==> src/rtl/fifo_pkg.sv <==
// Gray/binary conversion helpers shared by the async FIFO pointer controllers.
// Functions operate on GRAY_MAX_W bits; callers zero-extend narrower pointers.
// Zero-extension leaves both conversions unchanged, so any width up to the maximum works.
package fifo_pkg;

  localparam int unsigned GRAY_MAX_W = 32;

  function automatic logic [GRAY_MAX_W-1:0] bin2gray(input logic [GRAY_MAX_W-1:0] b);
    return b ^ (b >> 1);
  endfunction

  // Each binary bit is the XOR of all Gray bits at or above its position.
  function automatic logic [GRAY_MAX_W-1:0] gray2bin(input logic [GRAY_MAX_W-1:0] g);
    logic [GRAY_MAX_W-1:0] b;
    b = '0;
    for (int unsigned i = 0; i < GRAY_MAX_W; i++) begin
      b[i] = ^(g >> i);
    end
    return b;
  endfunction

endpackage

==> src/rtl/rd_empty_ctrl_ptr_sync.sv <==
// Generic multi-bit flop synchroniser for Gray-coded pointers crossing clock domains.
// Only safe for values that change by at most one bit between samples.
module ptr_sync #(
  parameter int unsigned W      = 5,
  parameter int unsigned STAGES = 2
) (
  input  logic         clk_i,
  input  logic         rst_i,
  input  logic [W-1:0] d_i,
  output logic [W-1:0] q_o
);

  logic [W-1:0] sync_q [STAGES];

  // Shift the incoming pointer through the stage chain; reset clears every stage.
  always_ff @(posedge clk_i or posedge rst_i) begin
    if (rst_i) begin
      for (int unsigned i = 0; i < STAGES; i++) begin
        sync_q[i] <= '0;
      end
    end else begin
      sync_q[0] <= d_i;
      for (int unsigned i = 1; i < STAGES; i++) begin
        sync_q[i] <= sync_q[i-1];
      end
    end
  end

  assign q_o = sync_q[STAGES-1];

endmodule

==> src/rtl/rd_empty_ctrl.sv <==
// Read-side pointer and empty-flag controller for the async FIFO.
// Owns the read pointer, synchronises the write Gray pointer into the read
// clock and produces registered empty / almost_empty / fill count / underflow.
module rd_empty_ctrl
  import fifo_pkg::*;
#(
  parameter int unsigned ADDR_WIDTH  = 4,
  parameter int unsigned AE_THRESH   = 2,
  parameter int unsigned SYNC_STAGES = 2
) (
  input  logic                  rd_clk,
  input  logic                  rd_rst,
  input  logic                  rd_en,
  input  logic [ADDR_WIDTH:0]   wr_gray_async,
  output logic [ADDR_WIDTH-1:0] rd_addr,
  output logic [ADDR_WIDTH:0]   rd_gray,
  output logic                  empty,
  output logic                  almost_empty,
  output logic [ADDR_WIDTH:0]   rd_count,
  output logic                  underflow
);

  localparam int unsigned PW = ADDR_WIDTH + 1;
  localparam logic [PW-1:0] AE_LIMIT = PW'(AE_THRESH);

  logic [PW-1:0] wq_gray;
  logic [PW-1:0] wq_bin;
  logic          rd_inc;
  logic [PW-1:0] rd_bin_d,   rd_bin_q;
  logic [PW-1:0] rd_gray_d,  rd_gray_q;
  logic [PW-1:0] rd_count_d, rd_count_q;
  logic          empty_q;
  logic          almost_empty_q;
  logic          underflow_q;

  ptr_sync #(
    .W      (PW),
    .STAGES (SYNC_STAGES)
  ) u_wr_sync (
    .clk_i (rd_clk),
    .rst_i (rd_rst),
    .d_i   (wr_gray_async),
    .q_o   (wq_gray)
  );

  // Next read pointer and look-ahead fill count, so the read taking the last
  // entry raises empty on the same edge.
  always_comb begin
    wq_bin     = PW'(gray2bin(GRAY_MAX_W'(wq_gray)));
    rd_inc     = rd_en & ~empty_q;
    rd_bin_d   = rd_bin_q + PW'(rd_inc);
    rd_gray_d  = PW'(bin2gray(GRAY_MAX_W'(rd_bin_d)));
    rd_count_d = wq_bin - rd_bin_d;
  end

  // Register pointers and status; empty compares all PW bits so an address
  // match with differing wrap bits reads as full, not empty.
  always_ff @(posedge rd_clk or posedge rd_rst) begin
    if (rd_rst) begin
      rd_bin_q       <= '0;
      rd_gray_q      <= '0;
      empty_q        <= 1'b1;
      almost_empty_q <= 1'b1;
      rd_count_q     <= '0;
      underflow_q    <= 1'b0;
    end else begin
      rd_bin_q       <= rd_bin_d;
      rd_gray_q      <= rd_gray_d;
      empty_q        <= (rd_gray_d == wq_gray);
      almost_empty_q <= (rd_count_d <= AE_LIMIT);
      rd_count_q     <= rd_count_d;
      underflow_q    <= rd_en & empty_q;
    end
  end

  assign rd_addr      = rd_bin_q[ADDR_WIDTH-1:0];
  assign rd_gray      = rd_gray_q;
  assign empty        = empty_q;
  assign almost_empty = almost_empty_q;
  assign rd_count     = rd_count_q;
  assign underflow    = underflow_q;

endmodule

==> config.mk <==
export PLATFORM = sky130hd
export DESIGN_NAME = rd_empty_ctrl
export DESIGN_NICKNAME = d
export VERILOG_FILES = /design/src/rtl/fifo_pkg.sv /design/src/rtl/rd_empty_ctrl_ptr_sync.sv /design/src/rtl/rd_empty_ctrl.sv
export SDC_FILE = /design/constraint.sdc
export NUM_CORES = 1
export LEC_CHECK = 0
export ABC_AREA = 1
export BUFFER_PORTS_ARGS = -buffer_cell sky130_fd_sc_hd__buf_2
export CAP_MARGIN = 20
export CORE_AREA = 4 4 61 63
export DETAILED_ROUTE_END_ITERATION = 16
export DIE_AREA = 0 0 65 67
export GPL_TIMING_DRIVEN = 0
export HOLD_SLACK_MARGIN = 0.1
export PLACE_DENSITY = 0.71
export SLEW_MARGIN = 30
export SYNTH_ARGS = -nofsm -noshare
export SYNTH_HDL_FRONTEND = slang
export SYNTH_SLANG_ARGS = --single-unit
==> constraint.sdc <==
create_clock -name rd_clk -period 6.3 [get_ports rd_clk]
set_clock_uncertainty 0.05 [all_clocks]
set_input_delay 0.945 -clock rd_clk [delete_from_list [all_inputs] [get_ports rd_clk]]
set_output_delay 0.945 -clock rd_clk [all_outputs]
set_load 0.01 [all_outputs]
Word level (Yosys, flattened, before mapping):

Cells that the tools add are included.

* bits in registers: 28
* output and inout bits: 17
* word-level logic and storage cells: 21

* $add $sub $neg: 2
* $lt $le $gt $ge: 1
* equal/unequal tests: 1
* bitwise operators: 4
* reduce and logical (&&, ||, !) cells: 5

Operators by type and width (number)
* 32-bit parity: 5
* 5-bit by 1-bit adder with 5-bit output: 1
* 5-bit == test: 1
* 5-bit by 2-bit less-or-equal comparator with 1-bit output, second input constant: 1
* 5-bit subtractor: 1
* 5-bit by 4-bit XOR with 5-bit output: 1
* 1-bit bitwise AND: 2
* 1-bit NOT: 1

Depth between registers and ports, before layout:

Gate-level depths: netlist of run 1.

* depth after elaboration: 5
* mapped depth: 16
* gate-level depth less buffers: 16

Hierarchy:

From an unflattened synthesis of run 1, not the netlist that was laid out.

* cells, all modules: 133
* area total of the unflattened synthesis: 1326.3 um^2

Modules (own cells, without submodules)
* rd_empty_ctrl: instances 1, cells an instance 117, area each 1034.7 um^2, seq. area each 427.9 um^2
* ptr_sync: instances 1, cells an instance 16, area each 291.5 um^2, seq. area each 250.2 um^2

Worst setup path before layout of run 1:

No wires, ideal clock.

* path kind: input to register
* from: input port rd_en
* to: register almost_empty_q (netlist: almost_empty)
* arrival time: 2338 ps
* required time: 6183 ps
* path slack: 3845 ps
* stages: 13
* path buffers: 0
* path through: nand3_2 > inv_1 > ha_1 > inv_1 > ha_1 > a21o_1 > nand2_1 > nand2_1 > nand2_1 > nand3_1 > nand2_1 > nand2_1 > nor2_1

* word-level cells in the longest chain between the ends: 4

RTL lines
* start, declared: line rd_empty_ctrl.sv:13 `input logic rd_en,`
* 1-bit bitwise AND: line rd_empty_ctrl.sv:50 `rd_inc = rd_en & ~empty_q;`
* 5-bit by 1-bit adder with 5-bit output: line rd_empty_ctrl.sv:51 `rd_bin_d = rd_bin_q + PW'(rd_inc);`
* net rd_bin_d[1]: line rd_empty_ctrl.sv:29 `logic [PW-1:0] rd_bin_d, rd_bin_q;`
* 5-bit subtractor: line rd_empty_ctrl.sv:53 `rd_count_d = wq_bin - rd_bin_d;`
* 5-bit by 2-bit less-or-equal comparator with 1-bit output: line rd_empty_ctrl.sv:70 `almost_empty_q <= (rd_count_d <= AE_LIMIT);`
* end signal, assigned: line rd_empty_ctrl.sv:70
* end, declared: line rd_empty_ctrl.sv:33 `logic almost_empty_q;`

The timed path passes the listed nets, and every way through them passes these cells.

Final worst setup path of run 1:

* from: register u_wr_sync.sync_q (netlist bit u_wr_sync.q_o[3])
* to: register almost_empty_q (netlist: almost_empty)

* word-level cells in the longest chain between the ends: 3

RTL lines
* start, declared: line rd_empty_ctrl_ptr_sync.sv:13 `logic [W-1:0] sync_q [STAGES];`
* start signal, assigned by index: line rd_empty_ctrl_ptr_sync.sv:24 `sync_q[i] <= sync_q[i-1];`
* 32-bit parity: line fifo_pkg.sv:17 `b[i] = ^(g >> i);`
* 5-bit subtractor *: line rd_empty_ctrl.sv:53
* net rd_count_d[1]: line rd_empty_ctrl.sv:31 `logic [PW-1:0] rd_count_d, rd_count_q;`
* 5-bit by 2-bit less-or-equal comparator with 1-bit output *: line rd_empty_ctrl.sv:70

The timed path passes the listed nets; every way through them passes the cells marked *.

==> flow_metrics.env, run 1 <==
export IMPL_initial_core_util=0.403
export IMPL_clk_latency_ns=0.33
export IMPL_place_ws_ns=3.57
export IMPL_place_congestion=0.923
export IMPL_vias=919
export IMPL_max_slew_margin_rel=0.641
export IMPL_required_ns=6.52
export IMPL_cpMostUsedCell="nand2_1"
export IMPL_fmax_mhz=398
export IMPL_worstReg2RegStart="u_wr_sync.q_o[3]"
export IMPL_via_per_inst=4.31
export IMPL_firstDrtPassIters=4
export IMPL_ios=25
export IMPL_cts_buffers=3
export IMPL_fill_cells=313
export IMPL_cts_hold_buf=0
export IMPL_track_usage=0.113
export IMPL_setup_viol=0
export IMPL_ys_types=20
export IMPL_finalSetupTns_ns=0
export IMPL_die_w_um=65
export IMPL_path_max_fanout=4
export IMPL_area_growth_syn_to_layout_pct=15.8
export IMPL_max_vdd_ir_drop_v=0.000160
export IMPL_totalWireLength_um=2150
export IMPL_most_common_layout_cells="nand2_1 (37), dfrtp_1 (25), buf_2 (24)"
export IMPL_syn_area_per_cell_um2=9.37
export IMPL_grt_max_degree=28
export IMPL_seqCellArea_um2=678
export IMPL_drcViolationCount=0
export IMPL_final_common_cell="nand2_1"
export IMPL_cp_top_family="adder cells"
export IMPL_grt_pass1_vias=932
export IMPL_multi_input_area_um2=523
export IMPL_wire_per_inst_um=10.1
export IMPL_crit_chain="inv_1 > nand2_1 > nand3_1 > nand2_1 > xor2_1 > xor2_1 > ha_1 > inv_1 > fa_1 > nand2_1 > inv_1 > nand3_1 > nand2_1 > nand2_1 > nor2_1"
export IMPL_nNetsFinal=181
export IMPL_final_max_slew_viol_count=0
export IMPL_yosys_warnings=0
export IMPL_p_leak_nw=0.846
export IMPL_hpwl_um=1690
export IMPL_core_area_mm2=0.00323
export IMPL_synthesis_nets=152
export IMPL_crit_buf_inv=3
export IMPL_status="completed"
export IMPL_period_minus_slack_ns=2.52
export IMPL_grt_overflow=0
export IMPL_worstPathArrival_ns=2.74
export IMPL_dieArea_mm2=0.00436
export IMPL_cts_clk_slew_worst_paths_ns=0.15
export IMPL_worstSetupEndpointType="register"
export IMPL_diodes=0
export IMPL_synth_seq_area_share=0.521
export IMPL_powerDensity_mw_per_mm2=518
export IMPL_netlist_area_mm2=0.00130
export IMPL_final_antenna_net_count=0
export IMPL_critical_path_class="register to register"
export IMPL_crit_start="u_wr_sync.q_o[3]"
export IMPL_cts_htree_levels=1
export IMPL_clock_root_buffer="clkbuf_4"
export IMPL_postCtsSetupBuffers=0
export IMPL_hp_class="register to register"
export IMPL_ys_seq_elements=27
export IMPL_cts_tree="done"
export IMPL_worst_slack_ns=3.78
export IMPL_hold_start="u_wr_sync.sync_q[5]"
export IMPL_drv_cap=0
export IMPL_hold_viol_final=0
export IMPL_cp_start_kind="register"
export IMPL_cts_resized=0
export IMPL_drive_gt1_frac=0.263
export IMPL_antenna_found_initial=0
export IMPL_max_stage_delay_ns=0.52
export IMPL_portBuffers=24
export IMPL_critPathSlowestCell="fa_1"
export IMPL_rsz0062_at_grt="no"
export IMPL_cts_max_path_buffers=2
export IMPL_grt_pass1_wl_um=3730
export IMPL_drt_iter0_drc=18
export IMPL_fp_row_count=21
export IMPL_period_share=0.399
export IMPL_worstMarginPinSlew_ns=0.538
export IMPL_synth_cells=139
export IMPL_die_h_um=67
export IMPL_clock_sinks=27
## final cells by class
type / instances / area share
clock buffers: 3 / 0.0149
clock inverters: 1 / 0.00332
inverters: 27 / 0.0672
multi-input cells: 85 / 0.347
flip-flops and latches: 27 / 0.450
well taps: 46 / 0.0382
repair buffers: 24 / 0.0797
## synth_stat cells
| cell | count | share of area |
|---|---|---|
| a21oi_1 | 1 | 0.0038 |
| nor2_4 | 1 | 0.0086 |
| xor2_4 | 1 | 0.021 |
| a21o_1 | 1 | 0.0058 |
| nor2_1 | 6 | 0.017 |
| nand3_2 | 1 | 0.0077 |
| xnor2_1 | 1 | 0.0067 |
| xor2_2 | 2 | 0.025 |
| fa_1 | 1 | 0.015 |
| nand3_1 | 13 | 0.050 |
| xor2_1 | 8 | 0.054 |
| inv_2 | 3 | 0.0086 |
| dfstp_2 | 2 | 0.040 |
| nand3b_1 | 1 | 0.0058 |
| dfrtp_1 | 25 | 0.48 |
| inv_1 | 24 | 0.069 |
| nand2_1 | 37 | 0.11 |
| nand2_2 | 5 | 0.024 |
| ha_1 | 4 | 0.038 |
| o21bai_1 | 2 | 0.012 |
## sequential cells by signal, indices dropped and copies added, names as in the netlist
name / flops
underflow: 1
rd_bin_q: 5
almost_empty: 1
u_wr_sync.sync_q: 5
rd_gray: 4
u_wr_sync.q_o: 5
empty: 1
rd_count: 5
## per-stage QoR
step | util | cells | total power [mW] | cell area, µm² | hold slack [ns]
after floorplan | - | 139 | 0.601 | 1300 | 0.281
after detailed placement | 0.458 | 209 | 0.714 | 1480 | 0.287
after global placement | 0.458 | 209 | 0.703 | 1480 | 0.282
final | 0.467 | 213 | 0.781 | 1510 | 0.315
after CTS | 0.467 | 213 | 0.793 | 1510 | 0.313
after global routing | 0.467 | 213 | 0.866 | 1510 | 0.308
## routing by layer
metal / global-route usage / wire length [µm]
met1: 0.117 / 874
met5: 0 / 0
met2: 0.212 / 1140
met3: 0.0202 / 86
met4: 0.0633 / 48
## path summary, 6_finish.rpt
kind,to,slack [ns],cells after the start
setup / recovery,almost_empty,3.78,15
setup reg to reg,almost_empty,3.78,15
hold reg to reg,u_wr_sync.q_o[0],0.31,0
max in group asynchronous,almost_empty,5.25,2
min in group asynchronous,rd_bin_q[1],0.58,2
hold / removal,u_wr_sync.q_o[0],0.31,0
## report_power, final
part           total, mW  internal (mW)  switching, mW  leakage, nW
clock network     0.0749         0.0239         0.0510       0.0177
registers          0.263          0.234         0.0295        0.314
logic              0.443          0.174          0.268        0.514
total              0.781          0.432          0.349        0.846
## cell families (layout without fill, tap and decap cells)
family | count (synthesis) | in the layout | share of synthesized area
buffers and inverters | 27 | 55 | 0.0778
flip-flops | 27 | 27 | 0.521
AND/OR/NAND/NOR | 64 | 64 | 0.220
AO/OA/AOI/OAI | 4 | 4 | 0.0211
adder cells (fa/ha/maj) | 5 | 5 | 0.0538
XOR/XNOR | 12 | 12 | 0.107
Note: power is estimated with default switching activity, not from simulation.
==> run 2: changes to the inputs <==
==> constraint.sdc (replaced) <==
create_clock -name rd_clk -period 2.5 [get_ports rd_clk]
set_clock_uncertainty 0.05 [all_clocks]
set_input_delay 0.375 -clock rd_clk [delete_from_list [all_inputs] [get_ports rd_clk]]
set_output_delay 0.375 -clock rd_clk [all_outputs]
set_load 0.01 [all_outputs]
==> flow_metrics.env, run 2 (synthesis gave the netlist of run 1 again) <==
export IMPL_place_ws_ns=0.0170
export IMPL_swShare=0.446
export IMPL_nNetsFinal=193
export IMPL_hp_class="primary input to register"
export IMPL_power_switching_mw=0.894
export IMPL_max_vdd_ir_drop_v=0.000397
export IMPL_grt_overflow=0
export IMPL_fmax_mhz=412
export IMPL_status="completed"
export IMPL_grt_pass1_wl_um=3900
export IMPL_cts_htree_levels=1
export IMPL_final_common_cell="nand2_1"
export IMPL_most_common_layout_cells="nand2_1 (34), dfrtp_1 (25), buf_2 (24)"
export IMPL_clock_root_buffer="clkbuf_4"
export IMPL_ios=25
export IMPL_r2r_cells=15
export IMPL_p_leak_nw=0.901
export IMPL_period_minus_slack_ns=2.42
export IMPL_fp_row_count=21
export IMPL_hold_viol_final=0
export IMPL_drive_gt1_frac=0.335
export IMPL_final_antenna_net_count=0
export IMPL_die_h_um=67
export IMPL_worstSetupEndpointType="register"
export IMPL_die_w_um=65
export IMPL_critPathSlowestCell="fa_1"
export IMPL_cp_start_kind="register"
export IMPL_wire_per_inst_um=10.8
export IMPL_powerDensity_mw_per_mm2=1220
export IMPL_period_share=0.970
export IMPL_fin_total_pwr_mw=2.01
export IMPL_post_route_util=0.508
export IMPL_setup_viol=0
export IMPL_grt_pass1_vias=973
export IMPL_worst_slack_ns=0.0755
export IMPL_cts_tree="done"
export IMPL_seq_power_share=0.331
export IMPL_crit_chain="inv_2 > nand2_1 > nand3_2 > nand2_2 > xor2_2 > xor2_1 > ha_2 > inv_2 > fa_1 > nand2_1 > inv_1 > nand3_1 > nand2_1 > nand2_1 > nor2_1"
export IMPL_dieArea_mm2=0.00436
export IMPL_area_growth_syn_to_layout_pct=25.9
export IMPL_track_usage=0.117
export IMPL_internal_power_mw=1.11
export IMPL_cts_max_path_buffers=2
export IMPL_via_per_inst=4.41
export IMPL_rsz0062_at_grt="yes"
export IMPL_clkPwrFrac=0.094
export IMPL_required_ns=2.72
export IMPL_core_area_mm2=0.00323
export IMPL_max_slew_margin_rel=0.640
export IMPL_fill_cells=301
export IMPL_final_cell_area_mm2=0.00164
export IMPL_path_depth=15
export IMPL_hpwl_um=1690
export IMPL_final_max_slew_viol_count=0
export IMPL_p_comb_frac=0.575
export IMPL_place_congestion=0.923
export IMPL_initial_core_util=0.403
export IMPL_path_max_fanout=4
export IMPL_cpMostUsedCell="nand2_1"
export IMPL_clk_latency_ns=0.33
export IMPL_crit_buf_inv=3
export IMPL_firstDrtPassIters=4
export IMPL_worstPathArrival_ns=2.64
export IMPL_drv_cap=0
export IMPL_totalWireLength_um=2430
export IMPL_max_stage_delay_ns=0.54
export IMPL_portBuffers=24
export IMPL_critical_path_class="register to register"
export IMPL_diodes=0
export IMPL_antenna_found_initial=0
export IMPL_drt_iter0_drc=17
export IMPL_min_path_cells=3
export IMPL_worstMarginPinSlew_ns=0.539
export IMPL_clock_sinks=27
export IMPL_drcViolationCount=0
export IMPL_cts_buffers=3
export IMPL_grt_max_degree=28
export IMPL_cp_top_family="adder cells"
export IMPL_vias=992
export IMPL_placed_cell_area_mm2=0.00148
export IMPL_cts_clk_slew_worst_paths_ns=0.15
[run 2: cell count changes in the layout (fill, tap and decap cells not counted), moves of 2 or more]
cell and change:
nand2_2 +3, nand3_2 +2, buf_4 +6, inv_1 -3
inv_2 +3, dlygate4sd3_1 +6, nand3_1 -2, nand2_1 -3
[run 2: worst register-to-register path, delay by kind of cell, from the launching register on]
| kind | cells | cell delay [ns] |
|---|---|---|
| XOR/XNOR | 2 | 0.38 |
| buffers and inverters | 3 | 0.18 |
| flip-flops | 1 | 0.45 |
| AND/OR/NAND/NOR | 8 | 0.57 |
| adder cells (fa/ha/maj) | 2 | 0.73 |
[run 2: final timing paths]
kind | from | endpoint | slack (ns)
setup reg to reg | u_wr_sync.q_o[3] | almost_empty | 0.08
hold / removal | rd_en | underflow | 0.20
hold reg to reg | u_wr_sync.sync_q[5] | u_wr_sync.q_o[0] | 0.31
min in group asynchronous | rd_rst | rd_bin_q[1] | 0.56
max in group asynchronous | rd_rst | almost_empty | 1.47
setup / recovery | u_wr_sync.q_o[3] | almost_empty | 0.08
[run 2: stage by stage]
step	hold slack (ns)	std cells	TNS [ns]
4_1_cts	0.191	219	0
2_1_floorplan	0.281	139	0
5_1_grt	0.195	225	-0.144
3_5_place_dp	0.287	209	0
3_3_place_gp	0.282	209	0
6_report	0.203	225	0
[run 2: area by class of cell]
cell class	instances	area, µm²	area share
clock buffer	3	22.5	0.0137
tap	46	57.6	0.0351
sequential	27	678	0.413
multi-input combinational	85	551	0.336
inverter	27	101	0.0618
clock inverter	1	5.00	0.00305
timing repair buffer	36	225	0.137
[run 2: power groups by stage]
stage / Clock (mW) / Sequential (mW) / Combinational [mW]
6_report: 0.189 / 0.664 / 1.15
5_1_grt: 0.213 / 0.681 / 1.32
2_1_floorplan: 0 / 0.741 / 0.773
3_5_place_dp: 0 / 0.677 / 1.12
3_3_place_gp: 0 / 0.669 / 1.10
4_1_cts: 0.197 / 0.667 / 1.14
[run 2: timing repair]
| item | 4_1_cts | 5_1_grt |
|---|---|---|
| endpoints found under the setup margin | 1 | 2 |
| resized for setup | 1 | 9 |
| hold buffers | 6 | 0 |
| setup buffers | 0 | 6 |
| endpoints found under the hold margin | 30 | 0 |
| pin swaps | 0 | 8 |
[run 2: routing by layer]
metal / up-vias / part of all wire / global-route usage
met2: 33 / 0.54 / 0.221
met5: - / 0 / 0
li1: 494 / - / -
met1: 457 / 0.39 / 0.123
met3: 8 / 0.049 / 0.0202
met4: 0 / 0.019 / 0.0633
==> run 3: changes to the inputs <==
--- a/config.mk
+++ b/config.mk
@@ -5,15 +5,15 @@
 export SDC_FILE = /design/constraint.sdc
 export NUM_CORES = 1
 export LEC_CHECK = 0
-export ABC_AREA = 1
 export BUFFER_PORTS_ARGS = -buffer_cell sky130_fd_sc_hd__buf_2
 export CAP_MARGIN = 20
-export CORE_AREA = 4 4 61 63
+export CORE_AREA = 4 4 59 61
+export CTS_BUF_LIST = sky130_fd_sc_hd__clkbuf_4 sky130_fd_sc_hd__clkbuf_8
 export DETAILED_ROUTE_END_ITERATION = 16
-export DIE_AREA = 0 0 65 67
+export DIE_AREA = 0 0 63 65
 export GPL_TIMING_DRIVEN = 0
 export HOLD_SLACK_MARGIN = 0.1
-export PLACE_DENSITY = 0.71
+export PLACE_DENSITY = 0.72
 export SLEW_MARGIN = 30
 export SYNTH_ARGS = -nofsm -noshare
 export SYNTH_HDL_FRONTEND = slang
==> flow_metrics.env, run 3 <==
export IMPL_status="finished with violations"
export IMPL_violations="negative setup slack"
export IMPL_synth_flop_cell="dfrtp_1"
export IMPL_totalWireLength_um=2510
export IMPL_drt_iter0_drc=27
export IMPL_yosys_area_top_type="dfrtp_1"
export IMPL_cts_buffers=3
export IMPL_ios=25
export IMPL_via_per_inst=4.98
export IMPL_die_w_um=63
export IMPL_hpwl_um=1590
export IMPL_worst_slack_ns=-0.164
export IMPL_drcViolationCount=0
export IMPL_grt_pass1_wl_um=4020
export IMPL_clock_root_buffer="clkbuf_4"
export IMPL_async_flop_share=1.00
export IMPL_dieArea_mm2=0.00410
export IMPL_fp_row_count=20
export IMPL_required_ns=2.71
export IMPL_p_comb_frac=0.659
export IMPL_seq_power_share=0.266
export IMPL_antenna_found_initial=0
export IMPL_nNetsFinal=157
export IMPL_cts_max_path_buffers=2
export IMPL_min_path_cells=2
export IMPL_final_max_slew_viol_count=0
export IMPL_syn_area_per_cell_um2=12.8
export IMPL_swShare=0.413
export IMPL_dp_cells=153
export IMPL_worstSetupEndpointType="register"
export IMPL_yosys_warnings=0
export IMPL_fin_cells=176
export IMPL_power_switching_mw=1.05
export IMPL_diodes=0
export IMPL_hp_class="primary input to register"
export IMPL_synth_edf_count=0
export IMPL_ys_seq_elements=27
export IMPL_vias=877
export IMPL_core_area_mm2=0.00298
export IMPL_cp_start_kind="register"
export IMPL_synth_commonest_cells="dfrtp_1 (25), xnor2_1 (21), inv_1 (10)"
export IMPL_fmax_mhz=375
export IMPL_clk_latency_ns=0.33
export IMPL_synthTopCellsByArea="dfrtp_1 (51%), xnor2_1 (15%), dfstp_2 (4.3%)"
export IMPL_setup_viol=3
export IMPL_max_vdd_ir_drop_v=0.000575
export IMPL_powerDensity_mw_per_mm2=1510
export IMPL_hold_viol_final=0
export IMPL_p_leak_nw=0.788
export IMPL_grt_pass1_vias=915
export IMPL_most_common_layout_cells="dfrtp_1 (25), buf_2 (24), xnor2_1 (16)"
export IMPL_area_growth_syn_to_layout_pct=37.0
export IMPL_cts_htree_levels=1
export IMPL_yosysMostFrequentCell="dfrtp_1"
export IMPL_worstMarginPinSlew_ns=0.568
export IMPL_drive_gt1_frac=0.476
export IMPL_drv_cap=0
export IMPL_synthesis_nets=109
export IMPL_firstDrtPassIters=4
export IMPL_synth_seq_area_share=0.551
export IMPL_internal_power_mw=1.50
export IMPL_ys_types=31
export IMPL_netlist_area_mm2=0.00123
export IMPL_synth_cells=96
export IMPL_holdWs_ns=0.207
export IMPL_final_antenna_net_count=0
export IMPL_fin_total_pwr_mw=2.55
export IMPL_grt_max_degree=28
export IMPL_max_slew_margin_rel=0.621
export IMPL_yosysTopAreaCellShare=0.509
export IMPL_clkPwrFrac=0.075
export IMPL_r2r_cells=11
export IMPL_critical_path_class="register to register"
export IMPL_wire_per_inst_um=14.3
export IMPL_finalSetupTns_ns=-0.250
export IMPL_placed_cell_area_mm2=0.00143
export IMPL_portBuffers=24
export IMPL_path_max_fanout=5
export IMPL_initial_core_util=0.413
export IMPL_place_ws_ns=-0.294
export IMPL_period_share=1.07
export IMPL_final_cell_area_mm2=0.00169
export IMPL_cts_tree="done"
export IMPL_die_h_um=65
export IMPL_rsz0062_at_grt="yes"
export IMPL_clock_sinks=27
export IMPL_period_minus_slack_ns=2.66
export IMPL_final_common_cell="dfrtp_1"
export IMPL_worstPathArrival_ns=2.87
export IMPL_post_route_util=0.566
export IMPL_place_congestion=0.843
export IMPL_grt_overflow=0
export IMPL_track_usage=0.130
export IMPL_cts_clk_slew_worst_paths_ns=0.16
==> run 3: kinds of logic after synthesis <==
kind of cell	Yosys count	synth area share
buffers and inverters	11	0.0397
flip-flops	27	0.551
AND/OR/NAND/NOR	18	0.0936
XOR/XNOR	23	0.179
adder cells (fa/ha/maj)	5	0.0570
AO/OA/AOI/OAI	12	0.0794
==> run 3: worst paths after layout <==
| kind | start | to | slack, ns |
|---|---|---|---|
| max | u_wr_sync.q_o[3] | almost_empty | -0.16 |
| min | rd_en | underflow | 0.21 |
| max reg2reg | u_wr_sync.q_o[3] | almost_empty | -0.16 |
| min reg2reg | u_wr_sync.sync_q[5] | u_wr_sync.q_o[0] | 0.31 |
| max in group asynchronous | rd_rst | almost_empty | 1.44 |
| min in group asynchronous | rd_rst | u_wr_sync.sync_q[9] | 0.57 |
==> run 3: area by class of cell <==
cell class              count  area, µm²
inverters                  10       40.0
clock inverters             1       5.00
flip-flops and latches     27        678
well taps                  33       41.3
clock buffers               3       22.5
repair buffers             43        282
multi-input cells          58        606
plain buffers               1       11.3
fillers                   253       1290
==> run 3: critical path: stages (launching register included) <==
cell and delay (ns):
dfrtp_1 0.44, xnor2_2 0.25, xnor2_2 0.18, xnor2_2 0.16
xnor2_1 0.14, ha_2 0.23, inv_2 0.05, fa_2 0.38
and3_4 0.20, a211oi_4 0.23, xnor2_2 0.12, nor3_2 0.16
==> run 3: repair_timing <==
| item | 4_1_cts | 5_1_grt |
|---|---|---|
| setup endpoints to repair | 3 | 4 |
| setup buffers | 9 | 4 |
| hold endpoints to repair | 5 | 25 |
| resized for setup | 8 | 10 |
| hold buffers | 5 | 1 |
| pin swaps | 13 | 13 |
==> run 3: per-layer routing <==
metal	track usage	vias up	share of wire
li1	-	411	-
met1	0.140	433	0.39
met2	0.232	25	0.53
met3	0.0243	8	0.042
met4	0.0854	0	0.030
met5	0	-	0
==> run 3: power by group through the flow <==
stage | registers [mW] | logic [mW] | clock network (mW)
3_5_place_dp | 0.684 | 1.34 | 0
3_3_place_gp | 0.677 | 1.30 | 0
2_1_floorplan | 0.750 | 0.955 | 0
4_1_cts | 0.672 | 1.52 | 0.198
5_1_grt | 0.694 | 1.82 | 0.218
6_report | 0.677 | 1.68 | 0.192
